## src/rtl/hams_chunk_loader.sv

```systemverilog
// hams_chunk_loader: packs a valid/ready element stream into PAD_PAIR-padded chunks for
// hams_sortNelem, with credit flow control. Define HAMS_LOADER_CNT_EN to add chunk_total_o.

package hams_pkg;
    localparam int unsigned NUM_ELEMENTS = 8;
    localparam int unsigned KEY_W        = 16;
    localparam int unsigned TAG_W        = 16;

    typedef struct packed {
        logic [KEY_W-1:0] key;
        logic [TAG_W-1:0] tag;
    } pair;
endpackage

module hams_chunk_loader
    import hams_pkg::*;
#(
    parameter pair         PAD_PAIR    = '1,
    parameter int unsigned MAX_CREDITS = 4
) (
    input  logic                    clk,
    input  logic                    rst_n,
    input  pair                     in_pair,
    input  logic                    in_valid,
    output logic                    in_ready,
    input  logic                    in_last,
    input  logic                    flush_i,
    output pair [NUM_ELEMENTS-1:0]  chunk_o,
    output logic                    chunk_vld_o,
    output logic [$clog2(NUM_ELEMENTS):0] chunk_len_o,
    input  logic                    credit_ret_i,
    output logic                    credit_err_o
`ifdef HAMS_LOADER_CNT_EN
    ,
    output logic [31:0]             chunk_total_o
`endif
);

    localparam int unsigned CW  = $clog2(NUM_ELEMENTS);
    localparam int unsigned LW  = CW + 1;
    localparam int unsigned CRW = $clog2(MAX_CREDITS + 1);

    typedef enum logic [1:0] {IDLE, FILL, STALL} state_t;

    state_t                  state_q, state_next;
    logic [CW-1:0]           cnt_q, cnt_next;
    pair [NUM_ELEMENTS-1:0]  buf_q;
    logic [CRW-1:0]          credits_q, credits_next;
    logic                    flush_pend_q, flush_pend_next;

    logic                    accept;
    logic                    full_hit;
    logic                    has_data;
    logic                    emit;
    logic                    ret_over;
    pair [NUM_ELEMENTS-1:0]  chunk_next;
    logic [LW-1:0]           len_next;

    // Trigger evaluation, next chunk image and credit bookkeeping
    always_comb begin
        accept          = in_valid && in_ready;
        full_hit        = accept && (cnt_q == CW'(NUM_ELEMENTS - 1));
        has_data        = (cnt_q != '0) || accept;
        emit            = (state_q != STALL) &&
                          (full_hit || (accept && in_last) || ((flush_i || flush_pend_q) && has_data));
        ret_over        = credit_ret_i && !emit && (credits_q == CRW'(MAX_CREDITS));
        len_next        = LW'(cnt_q) + LW'(accept);
        chunk_next      = '0;
        credits_next    = credits_q;
        cnt_next        = cnt_q;
        flush_pend_next = (flush_pend_q || (flush_i && (cnt_q != '0))) && !emit;

        for (int i = 0; i < int'(NUM_ELEMENTS); i++) begin
            if (LW'(i) < LW'(cnt_q))
                chunk_next[i] = buf_q[i];
            else if (accept && (CW'(i) == cnt_q))
                chunk_next[i] = in_pair;
            else
                chunk_next[i] = PAD_PAIR;
        end

        if (emit && !credit_ret_i)
            credits_next = credits_q - CRW'(1);
        else if (!emit && credit_ret_i && !ret_over)
            credits_next = credits_q + CRW'(1);

        if (emit)
            cnt_next = '0;
        else if (accept)
            cnt_next = cnt_q + CW'(1);

        if (credits_next == '0)
            state_next = STALL;
        else if (cnt_next != '0)
            state_next = FILL;
        else
            state_next = IDLE;
    end

    always_ff @(posedge clk or negedge rst_n) begin
        if (!rst_n) begin
            state_q      <= IDLE;
            cnt_q        <= '0;
            credits_q    <= CRW'(MAX_CREDITS);
            flush_pend_q <= 1'b0;
            in_ready     <= 1'b0;
            chunk_vld_o  <= 1'b0;
            chunk_len_o  <= '0;
            credit_err_o <= 1'b0;
            for (int i = 0; i < int'(NUM_ELEMENTS); i++) begin
                buf_q[i]   <= PAD_PAIR;
                chunk_o[i] <= PAD_PAIR;
            end
`ifdef HAMS_LOADER_CNT_EN
            chunk_total_o <= '0;
`endif
        end else begin
            state_q      <= state_next;
            cnt_q        <= cnt_next;
            credits_q    <= credits_next;
            flush_pend_q <= flush_pend_next;
            // Ready tracks the post-update credit count, so it lags credit events by one cycle
            in_ready     <= (credits_next != '0);
            chunk_vld_o  <= emit;
            if (accept)
                buf_q[cnt_q] <= in_pair;
            if (emit) begin
                chunk_o     <= chunk_next;
                chunk_len_o <= len_next;
            end
            if (ret_over)
                credit_err_o <= 1'b1;
`ifdef HAMS_LOADER_CNT_EN
            if (emit)
                chunk_total_o <= chunk_total_o + 32'd1;
`endif
        end
    end

endmodule

```

## config.mk

```make
export PLATFORM = sky130hd
export DESIGN_NAME = hams_chunk_loader
export DESIGN_NICKNAME = d
export VERILOG_FILES = /design/src/rtl/hams_chunk_loader.sv
export SDC_FILE = /design/constraint.sdc
export NUM_CORES = 1
export LEC_CHECK = 0
export CORE_UTILIZATION = 59
export DETAILED_ROUTE_END_ITERATION = 7
export GPL_TIMING_DRIVEN = 0
export HOLD_SLACK_MARGIN = 0.12
export PLACE_DENSITY = 0.89
export SETUP_SLACK_MARGIN = 0.1
export SYNTH_ARGS = -nofsm -noshare
export SYNTH_HDL_FRONTEND = slang
export SYNTH_SLANG_ARGS = --single-unit
```

## constraint.sdc

```tcl
create_clock -name clk -period 3.46 [get_ports clk]
set_input_delay 0.519 -clock clk [delete_from_list [all_inputs] [get_ports clk]]
set_output_delay 0.519 -clock clk [all_outputs]
set_load 0.01 [all_outputs]
```

# [After elaboration in Yosys (flattened, before gate mapping)]
# Cells that the tools add are included.
# Widths: inputs -> output; s select.
[classes] muxes=24 magnitude_cmp=9 n_addsub=4 eq_ne=10 reduce_logical=33
[ops] operator="$mux 32" n=16
[ops] operator="$bwmux 256" n=1
[ops] operator="$demux 32 s3" n=1
[ops] operator="$logic_and 1x1->1" n=20
[ops] operator="$eq 3x3->1 const A" n=4
[ops] operator="$mux 3" n=4
[ops] operator="$lt 3x3->1 const A" n=3
[ops] operator="$reduce_bool 3->1" n=3
[ops] operator="$add 3x1->3 const B" n=2
[ops] operator="$eq 2x3->1 const A" n=2
[ops] operator="$eq 3x3->1 const B" n=2
[ops] operator="$logic_not 3->1" n=2
[ops] operator="$lt 1x3->1 const A" n=2
[ops] operator="$lt 2x3->1 const A" n=2
[ops] operator="$logic_or 1x1->1" n=5
[ops] operator="$add 3x1->4" n=1
[ops] operator="$lt 3x4->1 const B" n=1
[ops] operator="$eq 1x3->1 const A" n=1
[ops] operator="$ge 3x1->1 const B" n=1
[ops] operator="$logic_not 1->1" n=3
[ops] operator="$sub 3x1->3 const B" n=1
[ops] operator="$mux 2" n=1
[ops] operator="$ne 2x2->1 const B" n=1
[ops] operator="$mux 1" n=1
[word_totals] register_bits=528 inputBits=38

# [Longest topological paths before layout]
[depth] depth_word=14 depth_mapped=12 depth_no_buf=7

# [Least setup slack after synthesis]
# Ideal clock, no wire load.
[synth_path] kind="register -> register" start="register cnt_q[0]" end="register chunk_len_o[2]" t_arrival_ns=2.238 period_less_slack_ns=2.371 path_stages_with_launch=13 slack_ns=1.089 cell_sequence="dfrtp_1 clkbuf_1 inv_1 ha_1 nor2b_1 buf_2 a221o_1 buf_2 buf_6 buf_2 buf_2 nand2_1 o21ai_0"
[synth_via] elab_chain_len=5
[synth_rtl] item="start, declared" line_no="46" rtl="logic [CW-1:0] cnt_q, cnt_next;"
[synth_rtl] item="start signal, assigned" line_no="119" rtl="cnt_q <= cnt_next;"
[synth_rtl] item="$eq 3x3->1 or $reduce_bool 3->1 (tied branches)" line_no="62, 63"
[synth_rtl] item="$logic_and 1x1->1 or $logic_or 1x1->1 (tied branches)" line_no="62, 63"
[synth_rtl] item="$logic_or 1x1->1 or $logic_and 1x1->1 (tied branches)" line_no="65" rtl="(full_hit || (accept && in_last) || ((flush_i || flush_pend_q) && has_data));"
[synth_rtl] item="$logic_or 1x1->1" line_no="65"
[synth_rtl] item="$logic_and 1x1->1" line_no="64" rtl="emit = (state_q != STALL) &&"
[synth_rtl] item="end signal, assigned" line_no="129" rtl="chunk_len_o <= len_next;"
[synth_rtl] item="end, declared" line_no="30" rtl="output logic [$clog2(NUM_ELEMENTS):0] chunk_len_o,"
# Parallel ways exist; a longest one is shown, timed or not.
# A chain may end at the register's enable or synchronous reset.

# [Final worst setup path]
[layout_path] start="register cnt_q[0]" end="register chunk_o[122] in the netlist's numbering"
[layout_via] elab_chain_len=5
[layout_rtl] item="branches (longest 5 deep; another with $lt 2x3->1)"
[layout_rtl] item="end signal, assigned" line_no="128" rtl="chunk_o <= chunk_next;"
[layout_rtl] item="end, declared" line_no="28" rtl="output pair [NUM_ELEMENTS-1:0] chunk_o,"
# Parallel ways; which one is timed is not known.

==> results.json <==
{
  "num_rows": 67,
  "routed_wl_um": 65430,
  "synth-edff-count": 0,
  "layout.cell_area.non_filler_um2": 25740,
  "start_util": 0.6041,
  "grt_max_degree": 136,
  "cts_sinks": 496,
  "viasPerCell": 6.544,
  "ys_seq_elements": 496,
  "hold_viol": 0,
  "num_io_pins": 301,
  "power_leakage_nw": 10.42,
  "hp-class": "in2async",
  "fmax_mhz": 304.5,
  "vias": 16523,
  "antenna_found_initial": 3,
  "busiest_layer": "met2",
  "syn_to_final_growth_pct": 25.82,
  "cts_buffer_depth": 3,
  "max-cap-violations": 0,
  "drc_errors": 0,
  "startpoint": "cnt_q[0]$_DFF_PN0_",
  "end_kind": "flop",
  "period_minus_slack_ns": 3.284,
  "worstMarginPinSlew_ns": 1.157,
  "grt_use_met3": 0.09685,
  "yosys-top-cells-area": "dfstp_2 62%, mux2_2 12%, o22ai_1 6.9%",
  "layout_setup_ws_ns": 0.1756,
  "r2r_end": "chunk_o[122]$_DFFE_PN1N_",
  "syn-num-nets": 1729,
  "clk_pin_slew_worst_paths_ns": 0.06,
  "slew_viol_final": 0,
  "drt_iter0_markers": 1830,
  "first_global_vias": 16846,
  "timing.rr.start": "cnt_q[0]$_DFF_PN0_",
  "skew_ns": 0.02333,
  "crit_end": "chunk_o[122]$_DFFE_PN1N_",
  "grt_first_pass_wirelength_um": 98120,
  "drtAntennaViolNets": 0,
  "drive_gt1_frac": 0.4050,
  "met2_usage": 0.5860,
  "numCtsBuffers": 48,
  "dp_hpwl_um": 44270,
  "gp_congestion": 0.9040,
  "startpoint_type": "flop",
  "pre_cts_ws_ns": 0.1517,
  "ys_warn_count": 0,
  "htree_levels": 2,
  "r2r_slack_ns": 0.18,
  "grt_use_met1": 0.4575,
  "final_util": 0.7601,
  "yosys.area.top_type": "dfstp_2",
  "fin_nets": 2083,
  "overflow": 0,
  "fin_crit_sh": 0.9492,
  "power.density_nw_per_um2": 1081,
  "setup_violations": 0,
  "maxSlewHeadroom": 0.2228,
  "cp.required_ns": 3.92,
  "ys_seq_area_frac": 0.6360,
  "synth.avg_cell_area_um2": 12.16,
  "fp.dieH_um": 188.2,
  "multi_input_area_um2": 6720,
  "ys_top_cells_by_count": "481 x dfstp_2, 243 x nand2_1, 227 x o21ai_0",
  "syn_inst": 1682,
  "cts_tree": "yes",
  "path_max_fanout": 10,
  "firstDrtPassIters": 6,
  "die-area_um2": 35430,
  "die_x_um": 188.2,
  "peakVddDrop_uv": 602.8,
  "root_buffer": "clkbuf_16",
  "async_flop_share": 1.000,
  "ys_dominant_reg_cell": "dfstp_2",
  "rr_worst_depth": 10,
  "core_um2": 33870,
  "netlist_area_um2": 20460,
  "rsz0062_at_grt": "no",
  "status": "completed",
  "yosysTopAreaCellShare": 0.6177,
  "dpl_cell_area_um2": 24140,
  "yosysMostFrequentCell": "dfstp_2",
  "seqCellArea_um2": 13010,
  "grt_usage": 0.3675,
  "critical_path_class": "reg2reg",
  "cp.arrival_ns": 3.75,
  "yosysUniqueCellTypes": 39,
  "port_buffers": 300,
  "fill_cells": 1973,
  "wl_per_cell_um": 25.91,
  "clk_latency_ns": 0.58
}
## cell usage in the layout, fill, tap and decap left out, types with 4 or more instances in the layout
cell             netlist  routed
dfstp_2              481     481
clkdlybuf4s50_1        0     299
nand2_1              243     243
o21ai_0              227     227
o22ai_1              225     225
mux2_2               223     223
clkbuf_1             109     119
clkbuf_16              0      51
buf_2                 47      47
o22a_1                32      32
dfrtp_1               15      15
a21oi_1               11      11
clkbuf_8               0      10
inv_1                  9       9
nand3_1                9       9
ha_1                   9       9
clkinv_2               0       9
nor2_1                 4       4
nor2b_1                4       4
clkbuf_2               0       4
buf_16                 0       4
## critical path, cell delays in order, from the launching register on
cell	delay, ns
dfrtp_1	0.40
clkbuf_1	0.21
inv_1	0.23
ha_1	0.23
nor2b_1	0.15
buf_2	0.31
a221o_1	0.19
buf_2	0.35
clkbuf_2	0.37
buf_1	0.50
o21ai_0	0.22
## per-layer routing
layer  up-vias  wire length [µm]
li1       6759                 -
met5         -                 0
met4         0              3854
met1      8291             23500
met3       259              7518
met2      1214             30560
## through the flow
stage          total power [W]  instances  hold WS, ns  setup TNS [ns]
5_1_grt                0.02893       2524       0.2367               0
3_3_place_gp           0.02152       2430       0.4628        -5932.10
3_5_place_dp           0.02209       2434       0.4580               0
4_1_cts                0.02753       2522       0.1843               0
2_1_floorplan          0.01657       1682       0.2234               0
6_report               0.02782       2525       0.1650               0
## worst min path at each step
stage	from	to	slack, ns	cells after the start
floorplan	rst_n	chunk_len_o[0]$_DFFE_PN0N_	0.22	0
global placement	credit_err_o$_DFFE_PN0P_	credit_err_o$_DFFE_PN0P_	0.46	1
detailed placement	credit_err_o$_DFFE_PN0P_	credit_err_o$_DFFE_PN0P_	0.46	1
CTS	rst_n	chunk_o[67]$_DFFE_PN1N_	0.18	1
global route	rst_n	chunk_o[67]$_DFFE_PN1N_	0.24	1
finish	rst_n	chunk_o[67]$_DFFE_PN1N_	0.17	1
## power breakdown
part / leakage [nW] / total [W] / internal, W / switching (W)
Sequential: 5.23 / 0.0117 / 0.00999 / 0.00175
Combinational: 4.41 / 0.0108 / 0.00485 / 0.00590
Clock: 0.788 / 0.00532 / 0.00306 / 0.00225
## timing repair
action                                  in CTS  in global routing
gates cloned                                 0                  0
buffers inserted                             0                  0
endpoints found under the setup margin      20                 77
hold buffers                                 0                  0
resized for setup                            2                  5
pin swaps                                    0                  0
## logic make-up after synthesis
kind of cell | share of synthesized area
AND/OR/NAND/NOR | 0.05265
AO/OA/AOI/OAI | 0.1457
XOR/XNOR | 0.0008563
multiplexers | 0.1238
buffers and inverters | 0.03553
adder cells (fa/ha/maj) | 0.005504
flip-flops | 0.6360
## state kept, by name, indices dropped and copies added (netlist names)
name          cells
buf_q           224
chunk_len_o       4
chunk_o         256
chunk_vld_o       1
cnt_q             3
credit_err_o      1
credits_q         3
flush_pend_q      1
in_ready          1
state_q           2
## cell type report
class,instances,share of cell area
buffer,161,0.02697
multi-input combinational,1015,0.2610
timing repair buffer,304,0.1211
clock inverter,12,0.004714
clock buffer,76,0.05711
sequential,496,0.5055
inverter,10,0.001458
tap,448,0.02177
antenna,3,0.0002916
Note: power is estimated with default switching activity, not from simulation.
